$ cat config.mk
export PLATFORM = sky130hd
export DESIGN_NAME = lsq_dcache_ctrl_flat
export DESIGN_NICKNAME = d
export VERILOG_FILES = /design/src/rtl/lsq_dcache_if.sv /design/src/rtl/lsq_dcache_ctrl.sv /design/src/flat_wrapper.sv
export SDC_FILE = /design/constraint.sdc
export NUM_CORES = 1
export LEC_CHECK = 0
export BUFFER_PORTS_ARGS = -buffer_cell sky130_fd_sc_hd__buf_2
export CORE_MARGIN = 4
export CORE_UTILIZATION = 43
export DETAILED_ROUTE_END_ITERATION = 10
export GPL_TIMING_DRIVEN = 0
export PLACE_DENSITY = 0.8
export SYNTH_ARGS = -nofsm -noshare
export SYNTH_HDL_FRONTEND = slang
export SYNTH_SLANG_ARGS = --single-unit
$ cat constraint.sdc
create_clock -name clk -period 2.5 [get_ports clk]
set_clock_uncertainty 0.1 [all_clocks]
set_input_delay 0.25 -clock clk [delete_from_list [all_inputs] [get_ports clk]]
set_output_delay 0.25 -clock clk [all_outputs]
set_load 0.02 [all_outputs]
$ cat src/rtl/lsq_dcache_if.sv
// Dcache request/response bus between the LSQ head sequencer and the dcache.
//   d_addr   word-aligned request address
//   d_rmask  read byte mask (nonzero only while a load is outstanding)
//   d_wmask  write byte mask (nonzero only while a store is outstanding)
//   d_wdata  lane-shifted store data
//   d_rdata  read data, valid in the d_resp cycle
//   d_resp   one-cycle completion pulse
// master = requester (lsq_dcache_ctrl), slave = dcache.
interface lsq_dcache_if;
    logic [31:0] d_addr;
    logic [3:0]  d_rmask;
    logic [3:0]  d_wmask;
    logic [31:0] d_wdata;
    logic [31:0] d_rdata;
    logic        d_resp;

    modport master (output d_addr, d_rmask, d_wmask, d_wdata,
                    input  d_rdata, d_resp);
    modport slave  (input  d_addr, d_rmask, d_wmask, d_wdata,
                    output d_rdata, d_resp);
endinterface

$ cat src/rtl/lsq_dcache_ctrl.sv
// Sequences the memory-queue head entry onto the single dcache port, one
// access outstanding at a time. Loads issue as soon as their address is
// ready; stores wait until their ROB entry is at the ROB head. The request is
// held from registers until d_resp, after which load data is aligned and
// extended onto the CDB (or store completion is signalled) and the head is
// popped.
// Ports:
//   clk, rst             clock, synchronous active-high reset
//   flush                kills a pending load (outstanding access is drained)
//   head_*               memory-queue head entry
//   rob_head_idx/_vld    ROB head, gates store issue
//   dc                   dcache bus (master side)
//   head_pop             one-cycle dequeue pulse
//   cdb_*                load result broadcast (zero when not pulsing)
//   store_done/store_rob store completion (zero when not pulsing)
//   misaligned           access rejected without touching the dcache
module lsq_dcache_ctrl #(
    parameter int ROB_IDX_W = 6,
    parameter int PREG_W    = 6
) (
    input  logic                 clk,
    input  logic                 rst,
    input  logic                 flush,
    input  logic                 head_valid,
    input  logic                 head_addr_rdy,
    input  logic                 head_is_store,
    input  logic [2:0]           head_funct3,
    input  logic [31:0]          head_addr,
    input  logic [31:0]          head_wdata,
    input  logic [ROB_IDX_W-1:0] head_rob,
    input  logic [PREG_W-1:0]    head_pd,
    input  logic [ROB_IDX_W-1:0] rob_head_idx,
    input  logic                 rob_head_vld,
    output logic                 head_pop,
    lsq_dcache_if.master         dc,
    output logic                 cdb_valid,
    output logic [PREG_W-1:0]    cdb_pd,
    output logic [ROB_IDX_W-1:0] cdb_rob,
    output logic [31:0]          cdb_data,
    output logic                 store_done,
    output logic [ROB_IDX_W-1:0] store_rob,
    output logic                 misaligned
);
    typedef enum logic [1:0] {IDLE, LOAD_WAIT, STORE_WAIT, DRAIN} state_t;

    state_t               state_q, state_d;
    logic [31:0]          d_addr_q, d_addr_d, d_wdata_q, d_wdata_d;
    logic [3:0]           d_rmask_q, d_rmask_d, d_wmask_q, d_wmask_d;
    logic [2:0]           funct3_q, funct3_d;
    logic [1:0]           off_q, off_d;
    logic [PREG_W-1:0]    pd_q, pd_d, cdb_pd_q, cdb_pd_d;
    logic [ROB_IDX_W-1:0] rob_q, rob_d, cdb_rob_q, cdb_rob_d, store_rob_q, store_rob_d;
    logic [31:0]          cdb_data_q, cdb_data_d;
    logic                 head_pop_q, head_pop_d, cdb_valid_q, cdb_valid_d;
    logic                 store_done_q, store_done_d, misaligned_q, misaligned_d;

    logic        accept, mis;
    logic [3:0]  mask;
    logic [31:0] lane, ext;

    // The head entry is still present during the pop cycle, so accept is
    // blocked then to avoid issuing the same entry twice.
    assign accept = (state_q == IDLE) && head_valid && head_addr_rdy && !head_pop_q && !flush &&
                    (!head_is_store || (rob_head_vld && rob_head_idx == head_rob));

    // funct3[1:0]: 00 byte, 01 half, 10 word
    always_comb begin
        mis  = 1'b0;
        mask = 4'b1111;
        case (head_funct3[1:0])
            2'b00: mask = 4'b0001 << head_addr[1:0];
            2'b01: begin
                mask = 4'b0011 << head_addr[1:0];
                mis  = head_addr[0];
            end
            default: mis = (head_addr[1:0] != 2'b00);
        endcase
    end

    // Load lane select and extension, using the latched offset and funct3.
    always_comb begin
        lane = dc.d_rdata >> {off_q, 3'b000};
        case (funct3_q)
            3'b000:  ext = {{24{lane[7]}}, lane[7:0]};
            3'b001:  ext = {{16{lane[15]}}, lane[15:0]};
            3'b100:  ext = {24'd0, lane[7:0]};
            3'b101:  ext = {16'd0, lane[15:0]};
            default: ext = dc.d_rdata;
        endcase
    end

    always_comb begin
        state_d      = state_q;
        d_addr_d     = d_addr_q;
        d_rmask_d    = d_rmask_q;
        d_wmask_d    = d_wmask_q;
        d_wdata_d    = d_wdata_q;
        funct3_d     = funct3_q;
        off_d        = off_q;
        pd_d         = pd_q;
        rob_d        = rob_q;
        head_pop_d   = 1'b0;
        cdb_valid_d  = 1'b0;
        cdb_pd_d     = '0;
        cdb_rob_d    = '0;
        cdb_data_d   = '0;
        store_done_d = 1'b0;
        store_rob_d  = '0;
        misaligned_d = 1'b0;
        case (state_q)
            IDLE: begin
                if (accept) begin
                    if (mis) begin
                        // Reject without a dcache access; still retire the entry.
                        misaligned_d = 1'b1;
                        head_pop_d   = 1'b1;
                        if (head_is_store) begin
                            store_done_d = 1'b1;
                            store_rob_d  = head_rob;
                        end else begin
                            cdb_valid_d = 1'b1;
                            cdb_pd_d    = head_pd;
                            cdb_rob_d   = head_rob;
                        end
                    end else begin
                        d_addr_d = {head_addr[31:2], 2'b00};
                        funct3_d = head_funct3;
                        off_d    = head_addr[1:0];
                        pd_d     = head_pd;
                        rob_d    = head_rob;
                        if (head_is_store) begin
                            d_wmask_d = mask;
                            d_wdata_d = head_wdata << {head_addr[1:0], 3'b000};
                            state_d   = STORE_WAIT;
                        end else begin
                            d_rmask_d = mask;
                            state_d   = LOAD_WAIT;
                        end
                    end
                end
            end
            LOAD_WAIT: begin
                if (flush) begin
                    // A response arriving with the flush is simply dropped.
                    state_d = dc.d_resp ? IDLE : DRAIN;
                end else if (dc.d_resp) begin
                    cdb_valid_d = 1'b1;
                    cdb_pd_d    = pd_q;
                    cdb_rob_d   = rob_q;
                    cdb_data_d  = ext;
                    head_pop_d  = 1'b1;
                    state_d     = IDLE;
                end
            end
            STORE_WAIT: begin
                // Store is already committed in the ROB, so flush has no effect.
                if (dc.d_resp) begin
                    store_done_d = 1'b1;
                    store_rob_d  = rob_q;
                    head_pop_d   = 1'b1;
                    state_d      = IDLE;
                end
            end
            default: begin
                if (dc.d_resp) state_d = IDLE;
            end
        endcase
        if (state_q != IDLE && state_d == IDLE) begin
            d_addr_d  = '0;
            d_rmask_d = '0;
            d_wmask_d = '0;
            d_wdata_d = '0;
        end
    end

    always_ff @(posedge clk) begin
        if (rst) begin
            state_q      <= IDLE;
            d_addr_q     <= '0;
            d_rmask_q    <= '0;
            d_wmask_q    <= '0;
            d_wdata_q    <= '0;
            funct3_q     <= '0;
            off_q        <= '0;
            pd_q         <= '0;
            rob_q        <= '0;
            head_pop_q   <= 1'b0;
            cdb_valid_q  <= 1'b0;
            cdb_pd_q     <= '0;
            cdb_rob_q    <= '0;
            cdb_data_q   <= '0;
            store_done_q <= 1'b0;
            store_rob_q  <= '0;
            misaligned_q <= 1'b0;
        end else begin
            state_q      <= state_d;
            d_addr_q     <= d_addr_d;
            d_rmask_q    <= d_rmask_d;
            d_wmask_q    <= d_wmask_d;
            d_wdata_q    <= d_wdata_d;
            funct3_q     <= funct3_d;
            off_q        <= off_d;
            pd_q         <= pd_d;
            rob_q        <= rob_d;
            head_pop_q   <= head_pop_d;
            cdb_valid_q  <= cdb_valid_d;
            cdb_pd_q     <= cdb_pd_d;
            cdb_rob_q    <= cdb_rob_d;
            cdb_data_q   <= cdb_data_d;
            store_done_q <= store_done_d;
            store_rob_q  <= store_rob_d;
            misaligned_q <= misaligned_d;
        end
    end

    assign dc.d_addr  = d_addr_q;
    assign dc.d_rmask = d_rmask_q;
    assign dc.d_wmask = d_wmask_q;
    assign dc.d_wdata = d_wdata_q;
    assign head_pop   = head_pop_q;
    assign cdb_valid  = cdb_valid_q;
    assign cdb_pd     = cdb_pd_q;
    assign cdb_rob    = cdb_rob_q;
    assign cdb_data   = cdb_data_q;
    assign store_done = store_done_q;
    assign store_rob  = store_rob_q;
    assign misaligned = misaligned_q;
endmodule

$ cat src/flat_wrapper.sv
// flat-port wrapper written by rule: the top's interface ports become plain ports
module lsq_dcache_ctrl_flat 
#(
    parameter int ROB_IDX_W = 6,
    parameter int PREG_W    = 6
)
  (clk, rst, flush, head_valid, head_addr_rdy, head_is_store, head_funct3, head_addr, head_wdata, head_rob, head_pd, rob_head_idx, rob_head_vld, head_pop, cdb_valid, cdb_pd, cdb_rob, cdb_data, store_done, store_rob, misaligned, dc_d_addr, dc_d_rmask, dc_d_wmask, dc_d_wdata, dc_d_rdata, dc_d_resp);
  lsq_dcache_if dc_i ();
  input  logic clk;
  input  logic rst;
  input  logic flush;
  input  logic head_valid;
  input  logic head_addr_rdy;
  input  logic head_is_store;
  input  logic [2:0] head_funct3;
  input  logic [31:0] head_addr;
  input  logic [31:0] head_wdata;
  input  logic [ROB_IDX_W-1:0] head_rob;
  input  logic [PREG_W-1:0] head_pd;
  input  logic [ROB_IDX_W-1:0] rob_head_idx;
  input  logic rob_head_vld;
  output logic head_pop;
  output logic cdb_valid;
  output logic [PREG_W-1:0] cdb_pd;
  output logic [ROB_IDX_W-1:0] cdb_rob;
  output logic [31:0] cdb_data;
  output logic store_done;
  output logic [ROB_IDX_W-1:0] store_rob;
  output logic misaligned;
  output wire logic [$bits(dc_i.d_addr)-1:0] dc_d_addr;
  output wire logic [$bits(dc_i.d_rmask)-1:0] dc_d_rmask;
  output wire logic [$bits(dc_i.d_wmask)-1:0] dc_d_wmask;
  output wire logic [$bits(dc_i.d_wdata)-1:0] dc_d_wdata;
  input wire logic [$bits(dc_i.d_rdata)-1:0] dc_d_rdata;
  input wire logic [$bits(dc_i.d_resp)-1:0] dc_d_resp;
  assign dc_d_addr = dc_i.d_addr;
  assign dc_d_rmask = dc_i.d_rmask;
  assign dc_d_wmask = dc_i.d_wmask;
  assign dc_d_wdata = dc_i.d_wdata;
  assign dc_i.d_rdata = dc_d_rdata;
  assign dc_i.d_resp = dc_d_resp;
  lsq_dcache_ctrl #(.ROB_IDX_W(ROB_IDX_W), .PREG_W(PREG_W)) u_core (.clk(clk), .rst(rst), .flush(flush), .head_valid(head_valid), .head_addr_rdy(head_addr_rdy), .head_is_store(head_is_store), .head_funct3(head_funct3), .head_addr(head_addr), .head_wdata(head_wdata), .head_rob(head_rob), .head_pd(head_pd), .rob_head_idx(rob_head_idx), .rob_head_vld(rob_head_vld), .head_pop(head_pop), .dc(dc_i), .cdb_valid(cdb_valid), .cdb_pd(cdb_pd), .cdb_rob(cdb_rob), .cdb_data(cdb_data), .store_done(store_done), .store_rob(store_rob), .misaligned(misaligned));
endmodule
==> results of run 1 <==
power by group through the flow:
stage,Combinational (mW),Clock [mW],Sequential [mW]
after floorplan,0.218,0,2.37
after global placement,0.444,0,2.35
after detailed placement,0.447,0,2.35
after CTS,0.500,2.53,2.30
after global routing,0.556,2.62,2.30
final,0.513,2.51,2.30
final cells by class:
class                      count  area, um2  area share [%]
tap                          176        220            2.61
clock buffer                  23        478            5.67
buffer                        69        284            3.37
multi-input combinational    490       2830            33.6
sequential                   143       2860            33.9
inverter                       3       11.3           0.134
antenna                        1       2.50          0.0297
clock inverter                 9        109            1.29
timing repair buffer         287       1630            19.4
final timing paths:
path,cells after the start,startpoint,to
max,6,u_core.state_q[1]$_SDFF_PP0_,u_core.cdb_pd[2]$_SDFF_PP0_
min,3,head_addr[24],u_core.dc.d_addr[24]$_SDFFE_PP0P_
max reg2reg,6,u_core.state_q[1]$_SDFF_PP0_,u_core.cdb_pd[2]$_SDFF_PP0_
min reg2reg,2,u_core.dc.d_wdata[4]$_SDFFE_PP0P_,u_core.dc.d_wdata[4]$_SDFFE_PP0P_
per-layer routing:
metal	part of all wire [%]	up-vias	track usage (%)	wire [um]
met5	0.033	-	0	7
met4	2.0	2	7.26	421
met3	9.8	46	8.17	2060
met2	49	364	44.0	10200
met1	40	3107	31.1	8340
li1	-	3103	-	-
cell usage after synthesis:
library cell and n:
clkbuf_1 52, nand2_1 25, o21a_1 1, a21oi_2 10, nor3_1 2, mux2i_1 41
nor3b_1 1, dfxtp_1 143, conb_1 1, buf_6 1, o221a_2 7, mux2_2 1
nor4_1 1, nor4_2 1, and3_1 1, or2_2 5, or3_1 1, o21ai_0 57
nor2_1 91, inv_1 3, a21oi_1 100, xnor2_1 6, a221oi_1 1, and2_1 1
a22oi_1 26, a211oi_1 24, buf_4 2, buf_1 7, buf_2 7, nand3_1 56
nor2b_1 12, nand4_1 3, a21boi_4 1, or4_1 1, nand2b_1 12
flip-flops by register name, summed over array words and instances, names as in the netlist, 2 cells and up:
register / cells
u_core.dc.d_addr: 30
u_core.store_rob: 6
u_core.cdb_rob: 6
u_core.cdb_pd: 6
u_core.funct3_q: 3
u_core.pd_q: 6
u_core.dc.d_wdata: 32
u_core.off_q: 2
u_core.state_q: 2
u_core.cdb_data: 32
u_core.dc.d_rmask: 4
u_core.rob_q: 6
u_core.dc.d_wmask: 4
kinds of logic (layout without fill, tap and decap cells):
logic type	after synthesis	after routing
compound gates	227	227
simple gates	213	213
flops	143	143
buf+inv	72	391
mux	42	42
xor+xnor	6	6
other cells	1	3
critical path, cell delays in order (launching register included):
cell and delay, ns:
dfxtp_1 0.34, nor2_1 0.16, nand4_1 0.30, nor3_1 0.52, clkbuf_1 0.45, a22oi_1 0.19, nor2_1 0.16
stage by stage:
step / util (%) / std cells / hold WS (ns) / instance area [um2] / setup slack (ns)
finish: 62.9 / 1201 / 0.00755 / 8430 / 0.195
global route: 62.9 / 1200 / 0.00907 / 8430 / -0.0219
CTS: 62.8 / 1199 / 0.00349 / 8410 / 0.113
detailed placement: 55.5 / 1128 / 0.358 / 7440 / 0.0318
global placement: 55.5 / 1128 / 0.354 / 7440 / 0.0969
floorplan: - / 705 / 0.295 / 5980 / 0.635
timing repair:
item	in CTS	in global routing
buffers inserted	0	1
endpoints found under the hold margin	41	0
hold buffers	39	0
endpoints found under the setup margin	0	49
gates resized for setup	0	3
==> impl_metrics.json, run 1 <==
{
  "outcome": "completed",
  "cts_num_sinks": 143,
  "synth_compound_area_share_pct": 22.8,
  "die_x_um": 126,
  "gr-total-overflow": 0,
  "final_nets": 1136,
  "core_mm2": 0.0134,
  "critPathCaptureType": "flip-flop",
  "synth_area_leaders": "dfxtp_1 48%, a21oi_1 8.4%, mux2i_1 6.9%, nor2_1 5.7%, o21ai_0 4.8%",
  "p_per_area_mw_per_mm2": 631,
  "layout_commonest_cell": "buf_2",
  "p_leak_nw": 3.57,
  "yosys.area_share.adder_pct": 0,
  "numCtsBuffers": 17,
  "worstPathRequired_ns": 2.74,
  "vdd_drop_max_mv": 0.411,
  "p_sw_mw": 1.27,
  "p_int_mw": 4.05,
  "yosysTopAreaCell": "dfxtp_1",
  "grt_max_degree": 17,
  "tns_ns": 0,
  "synth-seq-cells": 143,
  "slew_violations": 0,
  "pwr-share-seq_pct": 43.3,
  "final_layout_size_suffix_gt1_share_pct": 30.6,
  "syn_area_per_cell_um2": 8.49,
  "clk_latency_ns": 0.42,
  "gr-usage-all-layers_pct": 25.7,
  "yosysTopAreaCellShare_pct": 47.9,
  "p_comb_share_pct": 9.6,
  "max_freq_ghz": 0.434,
  "synth_cells": 704,
  "ant_nets": 0,
  "grt_pass1_wl_mm": 33.1,
  "fin_crit_ns": 2.30,
  "synth_top_family_by_area": "compound AO/OA/AOI/OAI gates",
  "synthesis.area_mm2": 0.00598,
  "clk_pin_slew_ns": 0.06,
  "cap_violations": 0,
  "crit_path_start_kind": "flip-flop",
  "power_mw": 5.32,
  "worst_pin_slew_ns": 1.05,
  "netSwitchingFraction_pct": 23.9,
  "worstSetupPathType": "flip-flop to flip-flop",
  "cts_root_buffer": "clkbuf_16",
  "yosys_warnings": 0,
  "drtPass1Iterations": 7,
  "clock_path_buffers": 2,
  "drt-vias-per-instance": 5.51,
  "first_iter_violations": 600,
  "drc": 0,
  "wl_per_cell_um": 17.5,
  "fin_crit_sh_pct": 92.2,
  "synthMuxAreaShare_pct": 7.06,
  "hold_viol_final": 0,
  "area_delta_synth_final_pct": 41.1,
  "hold_class": "primary input to flip-flop",
  "rsz0062_at_grt": "true",
  "n_fill_cell": 1148,
  "die-area_mm2": 0.0158,
  "num_vias": 6622,
  "grt_antenna_before_repair": 1,
  "critPathArrivalTime_ns": 2.55,
  "ys_types": 35,
  "routabilityCongestion": 0.897,
  "reg2reg_slack_ns": 0.20,
  "slew_headroom_pct": 29.1,
  "grt_pass1_vias": 6466,
  "final_cell_mix": "254 x buf_2, 143 x dfxtp_1, 100 x a21oi_1",
  "clock_power_share_pct": 47.1,
  "synth-simple-area-share_pct": 16.4,
  "ys_seq_area_share_pct": 47.9,
  "synth-xor-area-share_pct": 0.879,
  "cts_tree": "done",
  "cp_max_fo": 10,
  "htree_levels": 4,
  "rows": 42,
  "dp_hpwl_mm": 14.9,
  "initial_utilization_pct": 44.6,
  "setup_viol": 0,
  "numPortBuffers": 247,
  "die_h_um": 126,
  "routed_wirelength_mm": 21.0,
  "ioPinCount": 251
}
Power figures use the tool's default switching activity.
==> run 2: changes to the inputs <==
clock period = 2.85 ns   (was 2.5 ns; I/O delays follow)
==> run 2 against run 1 <==
Final cell count is 3.4% lower. Sequential share of layout area increased by 1.7 points. Final area shrank 4.9%. Critical path depth is 1 higher. First-iteration DRC count down 5.8%. Hold slack better by 0.0034 ns. Register-to-register slack better by 0.29 ns. Global-route usage shrank 1.0 points. Sequential cell count stayed put. Sequential power is 12% lower. Utilization decreased by 3.1 points. Largest cell class unchanged. Largest power group unchanged.
==> impl_metrics.json, run 2 (synthesis gave the netlist of run 1 again) <==
{
  "initial_utilization_pct": 44.6,
  "num_vias": 6402,
  "cts_resized": 0,
  "die-area_mm2": 0.0158,
  "numPortBuffers": 247,
  "numCtsBuffers": 17,
  "clk_latency_ns": 0.42,
  "final_core_util_pct": 59.9,
  "die_h_um": 126,
  "outcome": "completed",
  "hold_class": "primary input to flip-flop",
  "worstSetupPathType": "flip-flop to flip-flop",
  "clk_pin_slew_ns": 0.06,
  "hold_viol_final": 0,
  "drtPass1Iterations": 7,
  "htree_levels": 4,
  "cp_max_fo": 10,
  "cap_violations": 0,
  "grt_pass1_wl_mm": 31.7,
  "cts_tree": "done",
  "place_ws_ns": 0.347,
  "max_freq_ghz": 0.424,
  "critPathArrivalTime_ns": 2.55,
  "final_cell_mix": "254 x buf_2, 143 x dfxtp_1, 100 x a21oi_1",
  "gr-usage-all-layers_pct": 24.7,
  "seqCellArea_mm2": 0.00286,
  "ioPinCount": 251,
  "gr-total-overflow": 0,
  "layout_commonest_cell": "buf_2",
  "final_layout_size_suffix_gt1_share_pct": 31.6,
  "n_fill_cell": 1205,
  "cts_hold_buf": 0,
  "drt-vias-per-instance": 5.52,
  "grt_max_degree": 17,
  "vdd_drop_max_mv": 0.362,
  "worst_pin_slew_ns": 1.07,
  "routabilityCongestion": 0.897,
  "fin_ws_ns": 0.490,
  "post-cts-setup-buffers": 0,
  "fin_crit_ns": 2.36,
  "dp_hpwl_mm": 14.9,
  "multi_input_area_mm2": 0.00282,
  "cts_num_sinks": 143,
  "tns_ns": 0,
  "drc": 0,
  "grt_antenna_before_repair": 3,
  "grt_pass1_vias": 6168,
  "dp.cells": 1128,
  "p_leak_nw": 3.39,
  "p_per_area_mw_per_mm2": 576,
  "crit_path_start_kind": "flip-flop",
  "fin_crit_sh_pct": 82.8,
  "cts_root_buffer": "clkbuf_16",
  "rsz0062_at_grt": "false",
  "slew_violations": 0,
  "die_x_um": 126,
  "ant_nets": 0,
  "worstPathRequired_ns": 3.04,
  "final_nets": 1096,
  "routed_wirelength_mm": 20.2,
  "critPathCaptureType": "flip-flop",
  "area_delta_synth_final_pct": 34.3,
  "setup_viol": 0,
  "slew_headroom_pct": 28.1,
  "first_iter_violations": 565,
  "fin_cells": 1160,
  "core_mm2": 0.0134,
  "clock_path_buffers": 2,
  "wl_per_cell_um": 17.4,
  "rows": 42,
  "diodes": 0
}
[run 2: cell count changes in the layout (fill, tap and decap cells not counted)]
cell	change
nor4_2	+1
nor4_4	-1
clkbuf_1	+1
clkbuf_2	-1
diode_2	-1
buf_4	-1
dlygate4sd3_1	-39
[run 2: cell type report]
type	count	share of cell area, %
Sequential cell	143	35.7
Multi-Input combinational cell	490	35.2
Timing Repair Buffer	247	15.4
Clock buffer	23	5.96
Buffer	69	3.52
Tap cell	176	2.74
Clock inverter	9	1.36
Inverter	3	0.140
[run 2: final timing paths]
check                                                        from                                  to  slack [ns]  depth (start not counted)
worst max-delay path                 u_core.state_q[1]$_SDFF_PP0_  u_core.dc.d_wdata[12]$_SDFFE_PP0P_        0.49                          7
worst min-delay path                                head_addr[17]   u_core.dc.d_addr[17]$_SDFFE_PP0P_        0.01                          3
worst max register to register       u_core.state_q[1]$_SDFF_PP0_  u_core.dc.d_wdata[12]$_SDFFE_PP0P_        0.49                          7
worst min register to register  u_core.dc.d_wdata[4]$_SDFFE_PP0P_   u_core.dc.d_wdata[4]$_SDFFE_PP0P_        0.37                          2
[run 2: critical path: stages (launching register included)]
cell and delay (ns):
dfxtp_1 0.33, nor2_1 0.15, nand4_1 0.27, nor4_2 0.45, buf_2 0.29, buf_2 0.31
mux2i_1 0.27, nor2_1 0.06
[run 2: through the flow]
step           hold slack (ns)  area, um2  total power, mW
2_1_floorplan            0.330       5980             2.27
5_1_grt                0.00863       8020             4.76
3_3_place_gp             0.354       7440             2.45
3_5_place_dp             0.358       7440             2.46
6_report                0.0110       8020             4.62
4_1_cts                0.00239       8020             4.63
[run 2: power by group]
group	internal, mW	switching, mW
sequential	2.01	0.00692
clock	1.36	0.843
combinational	0.148	0.254
total	3.52	1.10
[run 2: layer usage]
| metal | up-vias | part of all wire [%] | global-route usage [%] |
|---|---|---|---|
| li1 | 3015 | - | - |
| met1 | 3023 | 40 | 30.4 |
| met2 | 317 | 48 | 41.3 |
| met3 | 41 | 10 | 8.59 |
| met4 | 6 | 1.5 | 6.37 |
| met5 | - | 0.20 | 0 |
==> run 3: changes to the inputs <==
ABC_AREA = 1   (was not set)
PLACE_DENSITY = 0.81   (was 0.8)
clock period = 1.9 ns   (was 2.85 ns; I/O delays follow)
==> run 3 against run 2 <==
Power is 56% higher. Die area is 14% higher. Sequential share of layout area is 5.9 points lower. Critical endpoint is now u_core.dc.d_wmask[0]$_SDFFE_PP0P_. Highest routed layer is now met4. Register-to-register slack worse by 0.43 ns. Via count is 27% higher. Largest power group unchanged. Worst setup slack worse by 0.43 ns.
==> impl_metrics.json, run 3 <==
{
  "outcome": "completed",
  "ys_types": 30,
  "yosysTopAreaCellShare_pct": 41.8,
  "dp_hpwl_mm": 17.2,
  "yosysTopAreaCell": "dfxtp_1",
  "rows": 45,
  "clock_path_buffers": 2,
  "dp.cells": 1482,
  "wl_per_cell_um": 15.2,
  "first_iter_violations": 823,
  "fin_crit_ns": 1.84,
  "worstSetupPathType": "flip-flop to flip-flop",
  "crit_slowest_cell": "dfxtp_4",
  "cp_common_cell": "buf_6",
  "fin_cells": 1557,
  "area_delta_synth_final_pct": 40.8,
  "ioPinCount": 251,
  "final_nets": 1456,
  "setup_viol": 0,
  "cp-startpoint": "u_core.state_q[1]$_SDFF_PP0_",
  "routed_wirelength_mm": 23.7,
  "path_cells": "nor2_4 > nand3_2 > nor3_4 > buf_6 > buf_6 > nand4_1 > buf_6 > clkbuf_8 > o21ai_0 > a21oi_1",
  "routabilityCongestion": 0.932,
  "async_reset_ff_share_pct": 0,
  "crit_path_start_kind": "flip-flop",
  "numPortBuffers": 247,
  "hold_viol_final": 0,
  "synth_area_leaders": "dfxtp_1 42%, nand2_1 14%, a21oi_1 9.3%, inv_1 7.4%, nand3_1 5.6%",
  "synth.most_common_cell": "nand2_1",
  "cts_num_sinks": 143,
  "synth-seq-cells": 143,
  "synth_cells": 1023,
  "synthesis.area_mm2": 0.00685,
  "p_leak_nw": 4.81,
  "worstHoldStart": "head_rob[5]",
  "fin_ws_ns": 0.0557,
  "critPathCaptureType": "flip-flop",
  "place_ws_ns": -0.593,
  "fin_crit_sh_pct": 97.1,
  "grt_pass1_vias": 7522,
  "grt_max_degree": 17,
  "final_cell_mix": "256 x buf_2, 246 x nand2_1, 140 x dfxtp_1",
  "clk_latency_ns": 0.42,
  "layout_commonest_cell": "buf_2",
  "critPathArrivalTime_ns": 2.05,
  "n_fill_cell": 1458,
  "tns_ns": 0,
  "hold_class": "primary input to flip-flop",
  "ys_seq_area_share_pct": 41.8,
  "cap_violations": 0,
  "numCtsBuffers": 17,
  "grt_pass1_wl_mm": 37.3,
  "grt_antenna_before_repair": 2,
  "slowest_delay_ns": 0.37,
  "die_h_um": 134,
  "worstPathRequired_ns": 2.11,
  "initial_utilization_pct": 44.4,
  "yosys_warnings": 0,
  "slew_headroom_pct": 58.7,
  "num_vias": 8133,
  "cts_root_buffer": "clkbuf_16",
  "syn_area_per_cell_um2": 6.70,
  "final_area_mm2": 0.00965,
  "synthTopCellsByCount": "253 x nand2_1, 143 x dfxtp_1, 135 x inv_1, 128 x a21oi_1, 76 x nand3_1",
  "clk_pin_slew_ns": 0.06,
  "worst_pin_slew_ns": 0.619,
  "max_freq_ghz": 0.542,
  "slew_violations": 0,
  "htree_levels": 4,
  "final_layout_size_suffix_gt1_share_pct": 28.3,
  "drtPass1Iterations": 6,
  "drt-vias-per-instance": 5.22,
  "synth_edf_count": 0,
  "rsz0062_at_grt": "true",
  "gr-total-overflow": 0,
  "seqCellArea_mm2": 0.00287,
  "p_per_area_mw_per_mm2": 747,
  "cts_tree": "done",
  "cp_max_fo": 6,
  "ys.flop_type": "dfxtp_1",
  "drc": 0,
  "vdd_drop_max_mv": 0.574,
  "die-area_mm2": 0.0180,
  "die_x_um": 134,
  "r2r-start": "u_core.state_q[1]$_SDFF_PP0_",
  "whs_ns": 0.00341,
  "multi_input_area_mm2": 0.00329,
  "core_mm2": 0.0154,
  "ant_nets": 0,
  "dpl_cell_area_mm2": 0.00836,
  "gr-usage-all-layers_pct": 25.4
}
## run 3: what timing repair did
item | in CTS | in global routing
gates resized for setup | 84 | 40
hold endpoints to repair | 41 | 0
buffers inserted | 6 | 6
pin swaps | 5 | 7
hold buffers | 28 | 0
cloned | 3 | 0
setup endpoints to repair | 136 | 136
## run 3: layer usage
layer / vias up / wire, um / global-route usage [%]
met4: 0 / 457 / 9.84
li1: 3967 / - / -
met2: 430 / 11600 / 42.2
met3: 48 / 2200 / 6.08
met5: - / 0 / 0
met1: 3688 / 9430 / 31.9
## run 3: power by group
part	internal [mW]	switching, mW
sequential	3.03	0.0167
combinational	0.325	0.541
clock	1.95	1.35
total	5.30	1.91
## run 3: path summary, 6_finish.rpt
path,slack [ns],to,cells past startpoint
worst max-delay path,0.06,u_core.dc.d_wmask[0]$_SDFFE_PP0P_,10
worst min-delay path,0.003,u_core.store_rob[5]$_SDFF_PP0_,3
worst max register to register,0.06,u_core.dc.d_wmask[0]$_SDFFE_PP0P_,10
worst min register to register,0.37,u_core.cdb_pd[1]$_SDFF_PP0_,2
## run 3: cell type report
class                           count  area share, %
Clock buffer                       17           4.41
Inverter                          138           5.37
Timing Repair Buffer              290           17.1
Sequential cell                   143           29.7
Multi-Input combinational cell    664           34.1
Tap cell                          211           2.74
Antenna cell                        2         0.0519
Clock inverter                     15           1.65
Buffer                             77           4.83
## run 3: stage by stage
stage / utilization, % / power, mW
detailed placement: 54.2 / 3.86
floorplan: - / 3.54
finish: 62.5 / 7.21
global route: 62.5 / 7.47
global placement: 54.2 / 3.85
CTS: 61.7 / 7.22
## run 3: kinds of logic (layout without fill, tap and decap cells)
| kind of cell | after synthesis | count (layout) | share of synthesized area [%] |
|---|---|---|---|
| flip-flops | 143 | 143 | 41.8 |
| buffers and inverters | 217 | 537 | 12.3 |
| AND/OR/NAND/NOR | 435 | 435 | 28.1 |
| other | 1 | 4 | 0.0547 |
| AO/OA/AOI/OAI | 227 | 227 | 17.8 |
## run 3: worst max-delay path: cells and delay by family, from the launching register on
kind | cells | cell delay [ns]
AND/OR/NAND/NOR | 4 | 0.48
AO/OA/AOI/OAI | 2 | 0.19
flip-flops | 1 | 0.37
buffers and inverters | 4 | 0.60
